[src/rtl/mux_scan_nto1.sv]
// mux_scan_nto1: registered N-to-1 channel multiplexer with a manual select
// mode and an auto-scan mode that dwells DWELL enabled cycles on each channel
// and pulses wrap on the last sample of the final channel in each frame.
module mux_scan_nto1 #(
  parameter  int WIDTH = 8,
  parameter  int NCH   = 4,
  parameter  int DWELL = 4,
  localparam int SW    = (NCH > 2) ? $clog2(NCH) : 1
) (
  input  logic                 clk,
  input  logic                 rst,
  input  logic                 en,
  input  logic                 mode,
  input  logic [SW-1:0]        sel,
  input  logic [NCH*WIDTH-1:0] din,
  output logic [WIDTH-1:0]     dout,
  output logic [SW-1:0]        dout_ch,
  output logic                 valid,
  output logic                 wrap
);

  localparam int              CW       = (DWELL > 1) ? $clog2(DWELL) : 1;
  localparam int              NSLOT    = 2 ** SW;
  localparam logic [SW:0]     NCH_X    = (SW + 1)'(NCH);
  localparam logic [SW-1:0]   LAST_CH  = SW'(NCH - 1);
  localparam logic [CW-1:0]   LAST_CNT = CW'(DWELL - 1);

  // Channel view of the flat bus; slots past NCH read as zero so an
  // out-of-range select can never pick up stray bits.
  logic [WIDTH-1:0] ch [NSLOT];

  for (genvar k = 0; k < NSLOT; k++) begin : g_ch
    if (k < NCH) begin : g_live
      assign ch[k] = din[k*WIDTH +: WIDTH];
    end else begin : g_pad
      assign ch[k] = '0;
    end
  end

  logic [WIDTH-1:0] dout_q, dout_d;
  logic [SW-1:0]    dout_ch_q, dout_ch_d;
  logic             valid_q, valid_d;
  logic             wrap_q, wrap_d;
  logic [SW-1:0]    ptr_q, ptr_d;
  logic [CW-1:0]    cnt_q, cnt_d;
  logic             sel_ok;

  assign sel_ok = ({1'b0, sel} < NCH_X);

  // Next-state: hold everything when disabled (wrap always drops), manual
  // select parks the scan pointer on the chosen channel, scan walks ptr/cnt.
  always_comb begin
    dout_d    = dout_q;
    dout_ch_d = dout_ch_q;
    valid_d   = valid_q;
    wrap_d    = 1'b0;
    ptr_d     = ptr_q;
    cnt_d     = cnt_q;
    if (en) begin
      if (!mode) begin
        dout_d    = sel_ok ? ch[sel] : '0;
        dout_ch_d = sel;
        valid_d   = sel_ok;
        ptr_d     = sel_ok ? sel : '0;
        cnt_d     = '0;
      end else begin
        dout_d    = ch[ptr_q];
        dout_ch_d = ptr_q;
        valid_d   = 1'b1;
        wrap_d    = (ptr_q == LAST_CH) && (cnt_q == LAST_CNT);
        if (cnt_q == LAST_CNT) begin
          cnt_d = '0;
          ptr_d = (ptr_q == LAST_CH) ? '0 : ptr_q + SW'(1);
        end else begin
          cnt_d = cnt_q + CW'(1);
        end
      end
    end
  end

  // Output stage: every output and the scan state register here, reset wins.
  always_ff @(posedge clk) begin
    if (rst) begin
      dout_q    <= '0;
      dout_ch_q <= '0;
      valid_q   <= 1'b0;
      wrap_q    <= 1'b0;
      ptr_q     <= '0;
      cnt_q     <= '0;
    end else begin
      dout_q    <= dout_d;
      dout_ch_q <= dout_ch_d;
      valid_q   <= valid_d;
      wrap_q    <= wrap_d;
      ptr_q     <= ptr_d;
      cnt_q     <= cnt_d;
    end
  end

  assign dout    = dout_q;
  assign dout_ch = dout_ch_q;
  assign valid   = valid_q;
  assign wrap    = wrap_q;

endmodule
[config.mk]
export PLATFORM = sky130hd
export DESIGN_NAME = mux_scan_nto1
export DESIGN_NICKNAME = d
export VERILOG_FILES = /design/src/rtl/mux_scan_nto1.sv
export SDC_FILE = /design/constraint.sdc
export NUM_CORES = 1
export LEC_CHECK = 0
export ABC_AREA = 1
export BUFFER_PORTS_ARGS = -buffer_cell sky130_fd_sc_hd__buf_2
export CORE_ASPECT_RATIO = 1.1
export CORE_UTILIZATION = 45
export DETAILED_ROUTE_END_ITERATION = 7
export PLACE_DENSITY_LB_ADDON = 0.15
export SLEW_MARGIN = 0
export SYNTH_ARGS = -nofsm -noshare
export SYNTH_HDL_FRONTEND = slang
export SYNTH_SLANG_ARGS = --single-unit
[constraint.sdc]
create_clock -name clk -period 1.3 [get_ports clk]
set_input_delay 0.13 -clock clk [delete_from_list [all_inputs] [get_ports clk]]
set_output_delay 0.13 -clock clk [all_outputs]
set_load 0.03 [all_outputs]
# After elaboration in Yosys (flattened, before gate mapping)
# Index checks and enable logic that the tools add are counted.
# classes
addsub	2
magnitude_cmp	2
eq_ne	3
n_mux	13
bitwise	4
n_reduce_logical	3
# ops
cell	count
$mux W8	5
$bmux W8 S2	2
$mux W2	6
$ge A3 B3 Y1 const B	2
$not A2 Y3	2
$add A2 B1 Y2 const B	2
$eq A2 B2 Y1 const B	2
$reduce_or A3 Y1	1
$ne A2 B1 Y1 const B	1
$not A1 Y1	2
$reduce_and A2 Y1	1
$logic_and A1 B1 Y1	1
# totals
register_bits	16
inputBits	38

# Logic depth before layout (Yosys ltp)
# Gate-level depths: netlist of the first run.
# depth
word_depth	5
ltp_mapped	10
depth_no_buf	8

# Least setup slack after synthesis of the first run
# Ideal clock, no wire load.
# synth_path
path_type	reg2reg
startpoint	register ptr_q[0]
endpoint	register dout_q[0] (netlist: dout[0])
arrival_ps	950
t_required_ps	1191
path_slack_ps	242
stages_incl_launch_ff	10
n_path_buf	2
cell_sequence	dfxtp_1 buf_6 buf_8 nand2_1 nand3_1 nand2_1 nand2_1 nand3_1 nand2_1 inv_1
# synth_via
elab_chain_len	5
# synth_lines
element	line_no	text
start, declared	44	logic [SW-1:0] ptr_q, ptr_d;
start signal, assigned	95	ptr_q <= ptr_d;
$not A2 Y3 (not written as such)	67	dout_d = ch[ptr_q];
$bmux W8 S2	67	
$mux W8 (not written as such) (2 in series)	67	
$mux W8	60	if (!mode) begin
end signal, assigned	91	dout_q <= dout_d;
end, declared	40	logic [WIDTH-1:0] dout_q, dout_d;
# No other way between the ends. The select of a mux whose other input is x is not followed.
# A chain may end at the register's enable or synchronous reset.

# Final worst setup path of the first run
# layout_path
startpoint	register ptr_q[0]
endpoint	register dout_q[3] (netlist: dout[3])
# Same word-level chain as after synthesis.

==> impl_metrics.py, run 1 <==
metrics = {
    "outcome": {
        "status": "finished clean",
    },
    "critical_path": {
        "crit_arrival_ns": 1.31,
        "cpPeakStageDelay_ns": 0.35,
        "cpMostUsedCell": "nand2_1",
        "crit_slowest_cell": "dfxtp_1",
        "crit_path_end_kind": "flop",
        "start_kind": "flop",
        "critPathRequiredTime_ns": 1.50,
        "worst-path-buf-inv": 2,
        "crit_chain": "inv_2, nand2_1, nand3_1, nand2_1, nand2_1, nand3_1, nand2_1, inv_1",
        "crit_family": "simple AND/OR/NAND/NOR gates",
        "crit_fanout": 16,
        "crit_type": "flop to flop",
    },
    "floorplanning": {
        "rows": 21,
        "die_w_microns": 55.5,
        "ios": 50,
        "start_util_pct": 46.9,
        "die-area_sq_um": 3380,
        "fp.coreArea_sq_um": 3020,
        "die_y_microns": 60.8,
    },
    "global_route": {
        "grt_max_degree": 18,
        "antenna_found_initial": 0,
        "grt_pass1_vias": 1413,
        "grtUsageTotal_pct": 22.6,
        "grt_pass1_wl_microns": 6010,
        "gr-total-overflow": 0,
    },
    "synth": {
        "ys_seq_area_share_pct": 22.6,
        "synth_cell_types": 21,
        "avgSynthCellArea_sq_um": 5.45,
        "syn_inst": 260,
        "yosys_warnings": 0,
        "synth_fp_nets": 300,
        "syn_area_sq_um": 1420,
        "ys_ff_latch": 16,
    },
    "finish": {
        "drive_above_1_share_pct": 24.0,
        "fin_cells": 342,
        "nets": 349,
        "fin_area_sq_um": 1680,
        "antenna-diode-count": 0,
        "n_fill_cell": 331,
        "syn_to_final_growth_pct": 18.5,
    },
    "timing": {
        "slew_headroom_pct": 75.1,
        "slew_viol_final": 0,
        "tightest_slew_ns": 0.373,
        "fin_crit_ns": 1.11,
        "setup_violations": 0,
        "finalHoldViolations": 0,
        "fmax_ghz": 0.900,
        "finalClockSkew_ns": 0.0198,
        "finalCritPeriodShare_pct": 85.5,
        "rsz0062_at_grt": "false",
        "fin_tns_setup_ns": 0,
    },
    "detailed_routing": {
        "avgRoutedWirePerCell_microns": 10.4,
        "vias": 1619,
        "vias_per_cell": 4.73,
        "routed_wl_microns": 3550,
        "drt_iter0_drc": 42,
        "dr.pass1.iters": 5,
        "drc": 0,
        "antenna_left": 0,
    },
    "clocking": {
        "clk_latency_ns": 0.30,
        "post-cts-setup-buffers": 0,
        "cts_max_path_buffers": 2,
        "cts_buffers": 3,
        "post_cts_resized": 0,
        "cts_hold_buffers": 0,
        "cts_tree": "built",
        "clk_pin_slew_ns": 0.12,
        "clock-sinks": 16,
        "cts_root_buf": "clkbuf_4",
        "cts_max_level": 1,
    },
    "power": {
        "power.share.clock_pct": 25.9,
        "ir_drop_mv": 0.491,
        "p_switching_uw": 489,
        "powerDensity_nw_per_um2": 808,
        "finalPower_uw": 1360,
        "p_leak_uw": 0.00109,
        "seqPwrFrac_pct": 40.0,
        "p_comb_share_pct": 34.2,
        "p_sw_share_pct": 36.1,
        "internal_power_uw": 866,
    },
    "placed_design": {
        "io_buffers": 49,
        "place_congestion": 0.788,
        "dpl_cell_area_sq_um": 1640,
        "dp_hpwl_microns": 2570,
        "dp_cells": 338,
    },
    "flow_run": {
        "maxCapViolations": 0,
    },
    "hold_path": {
        "hp-class": "input pin to flop",
    },
}
[worst register-to-register path, cell delays in order (launching register included)]
cell and delay [ns]:
dfxtp_1 0.35, inv_2 0.23, nand2_1 0.10, nand3_1 0.07, nand2_1 0.05, nand2_1 0.05, nand3_1 0.06, nand2_1 0.05
inv_1 0.04
[cell usage after synthesis]
cell      count  share of area, %
nand3_2       1              0.71
dfxtp_1      16                23
a21oi_1       4               1.4
nand2_1     117                31
a31oi_1       1              0.44
a21oi_2       1              0.62
nor3_1        2              0.71
buf_8         2               2.1
nor2_1        4               1.1
buf_2         2              0.71
nand3_1      39                14
ha_1          2               1.8
inv_2         7               1.9
inv_6         1              0.62
inv_1        43                11
nand2_2       6               2.7
o21ai_0       3               1.1
buf_6         4               3.2
buf_4         2               1.1
o21ai_1       2              0.71
o211ai_1      1              0.53
[logic make-up (layout without fill, tap and decap cells)]
kind of cell / after synthesis / in the layout / share of synthesized area (%)
AND/OR/NAND/NOR: 169 / 169 / 49.9
buffers and inverters: 61 / 109 / 20.9
flip-flops: 16 / 16 / 22.6
AO/OA/AOI/OAI: 12 / 12 / 4.77
adder cells (fa/ha/maj): 2 / 2 / 1.77
[cells in the final DEF, fill, tap and decap left out]
cell and n:
dfxtp_1 16, ha_1 2, nor3_1 2, nand3_1 39, buf_2 49, o211ai_1 1, nor2_1 4, o21ai_0 3
nand2_1 117, nand2_2 6, inv_6 1, nand3_2 1, clkbuf_4 3, a21oi_1 4, clkbuf_8 1, inv_1 43
inv_2 7, a21oi_2 1, o21ai_1 2, buf_4 5, a31oi_1 1
[metrics by stage]
stage                     hold slack, ns  util [%]  worst slack, ns
final                             0.0475      55.5            0.189
after global routing              0.0598      55.5           0.0979
after CTS                         0.0455      55.5            0.201
after detailed placement           0.362      54.3            0.200
after global placement             0.356      54.3            0.195
after floorplan                    0.199         -            0.242
[area by class of cell]
class,instances,area [sq um],share of cell area [%]
multi-input combinational,183,800,47.7
sequential,16,320,19.1
timing repair buffer,54,283,16.9
inverter,51,196,11.7
tap,34,42.5,2.54
clock buffer,4,36.3,2.16
[final timing paths]
check	endpoint	from	slack [ns]	depth (start not counted)
worst max-delay path	dout[3]	ptr_q[0]	0.19	8
worst min-delay path	dout_ch[0]	rst	0.05	2
worst max register to register	dout[3]	ptr_q[0]	0.19	8
worst min register to register	dout_ch[0]	dout_ch[0]	0.47	2
[routing by layer]
metal,global-route usage (%),wire (microns),vias up
met4,3.21,25,0
met1,28.5,1680,685
met3,3.84,239,4
met2,42.0,1610,52
li1,-,-,878
met5,0,0,-
[power by group through the flow]
stage          Sequential, uW  Clock, uW  Combinational (uW)
2_1_floorplan             600          0                 296
4_1_cts                   542        354                 464
5_1_grt                   545        368                 524
6_report                  542        351                 463
3_5_place_dp              553          0                 462
3_3_place_gp              553          0                 459
[sequential cells by signal, summed over array words and instances (netlist names)]
register,count
cnt_q,2
dout_ch,2
wrap,1
dout,8
valid,1
ptr_q,2
No activity file was read; power rests on OpenSTA's default activity.
==> inputs of run 2 (changes only) <==
--- a/config.mk
+++ b/config.mk
@@ -11,6 +11,7 @@
 export CORE_UTILIZATION = 45
 export DETAILED_ROUTE_END_ITERATION = 7
 export PLACE_DENSITY_LB_ADDON = 0.15
+export RECOVER_POWER = 25
 export SLEW_MARGIN = 0
 export SYNTH_ARGS = -nofsm -noshare
 export SYNTH_HDL_FRONTEND = slang
==> impl_metrics.py, run 2 (same netlist as run 1, synthesis figures left out) <==
metrics = {
    "hold_path": {
        "min_from": "rst",
        "min_to": "dout_ch[0]",
        "hp-class": "input pin to flop",
        "hold_depth": 2,
    },
    "floorplanning": {
        "start_util_pct": 46.9,
        "ios": 50,
        "fp.coreArea_sq_um": 3020,
        "die_w_microns": 55.5,
        "rows": 21,
        "die-area_sq_um": 3380,
        "die_y_microns": 60.8,
    },
    "clocking": {
        "clock-sinks": 16,
        "cts_max_path_buffers": 2,
        "cts_tree": "built",
        "clk_latency_ns": 0.31,
        "cts_buffers": 3,
        "cts_max_level": 1,
        "cts_hold_buffers": 0,
        "post-cts-setup-buffers": 0,
        "clk_pin_slew_ns": 0.09,
        "post_cts_resized": 0,
        "cts_root_buf": "clkbuf_4",
    },
    "timing": {
        "finalClockSkew_ns": 0.0202,
        "fin_hold_ws_ns": 0.0472,
        "fmax_ghz": 0.905,
        "fin_tns_setup_ns": 0,
        "slew_headroom_pct": 75.7,
        "finalHoldViolations": 0,
        "fin_crit_ns": 1.11,
        "setup_violations": 0,
        "slew_viol_final": 0,
        "tightest_slew_ns": 0.365,
        "finalCritPeriodShare_pct": 85.0,
        "rsz0062_at_grt": "false",
    },
    "power": {
        "ir_drop_mv": 0.491,
        "p_leak_uw": 0.00107,
        "powerDensity_nw_per_um2": 809,
    },
    "flow_run": {
        "maxCapViolations": 0,
    },
    "critical_path": {
        "worst-path-buf-inv": 2,
        "crit_fanout": 9,
        "crit_type": "flop to flop",
        "crit_family": "flip-flops",
        "crit_arrival_ns": 1.30,
        "crit-reg2reg-launch": "ptr_q[1]",
        "crit_path_end_kind": "flop",
        "r2r_slack_ns": 0.19,
        "cpPeakStageDelay_ns": 0.48,
        "cpMostUsedCell": "nand2_1",
        "critPathRequiredTime_ns": 1.50,
        "crit_chain": "inv_2, nand3_1, nand2_1, nand2_1, nand3_1, nand2_1, inv_1",
        "r2r_cells": 7,
        "start_kind": "flop",
        "crit_slowest_cell": "dfxtp_1",
        "rr_endpoint": "dout[7]",
    },
    "detailed_routing": {
        "drt_iter0_drc": 42,
        "routed_wl_microns": 3560,
        "antenna_left": 0,
        "drc": 0,
        "dr.pass1.iters": 4,
        "vias_per_cell": 4.73,
        "avgRoutedWirePerCell_microns": 10.4,
        "vias": 1619,
    },
    "outcome": {
        "status": "finished clean",
    },
    "finish": {
        "antenna-diode-count": 0,
        "syn_to_final_growth_pct": 18.1,
        "drive_above_1_share_pct": 22.7,
        "final_cell_mix": "117 x nand2_1, 45 x buf_2, 43 x inv_1",
        "final_common_cell": "nand2_1",
        "largest_reg_flops": 8,
        "nets": 349,
    },
    "global_route": {
        "grt_max_degree": 18,
        "gr-total-overflow": 0,
        "antenna_found_initial": 0,
        "grt_pass1_vias": 1413,
        "grt_pass1_wl_microns": 6010,
        "grtUsageTotal_pct": 22.6,
    },
    "placed_design": {
        "place_congestion": 0.788,
        "io_buffers": 49,
        "dp_hpwl_microns": 2570,
    },
}
[run 2: cell type report]
cell class                 instances  area, sq um
timing repair buffer              54          278
sequential                        16          320
fill                             333         1350
multi-input combinational        183          800
inverter                          51          196
tap                               34         42.5
clock buffer                       4         36.3
[run 2: worst max-delay path by stage]
stage / cells past startpoint / end / startpoint
6_report: 7 / dout[7] / ptr_q[1]
3_5_place_dp: 7 / dout[6] / ptr_q[1]
3_3_place_gp: 7 / dout[6] / ptr_q[1]
2_1_floorplan: 9 / dout[0] / ptr_q[0]
5_1_grt: 8 / dout[6] / ptr_q[0]
4_1_cts: 7 / dout[6] / ptr_q[1]
[run 2: per-stage QoR]
stage          total power [uW]  instances  area [sq um]  setup slack, ns  util, %
5_1_grt                    1440        342          1670           0.0979     55.4
2_1_floorplan               895        260          1420            0.242        -
6_report                   1350        342          1670            0.195     55.4
4_1_cts                    1360        342          1680            0.201     55.5
3_5_place_dp               1020        338          1640            0.200     54.3
3_3_place_gp               1010        338          1640            0.195     54.3
[run 2: routing by layer]
metal	vias to the layer above	GRT usage [%]	share of wire [%]
li1	878	-	-
met1	685	28.5	47
met2	52	42.0	46
met3	4	3.84	7.0
met4	0	3.21	0.70
met5	-	0	0
[run 2: where the power goes]
part / internal [uW] / total, uW / switching [uW]
Combinational: 171 / 461 / 289
Clock: 171 / 351 / 181
Sequential: 522 / 542 / 19.7
Total: 864 / 1350 / 490
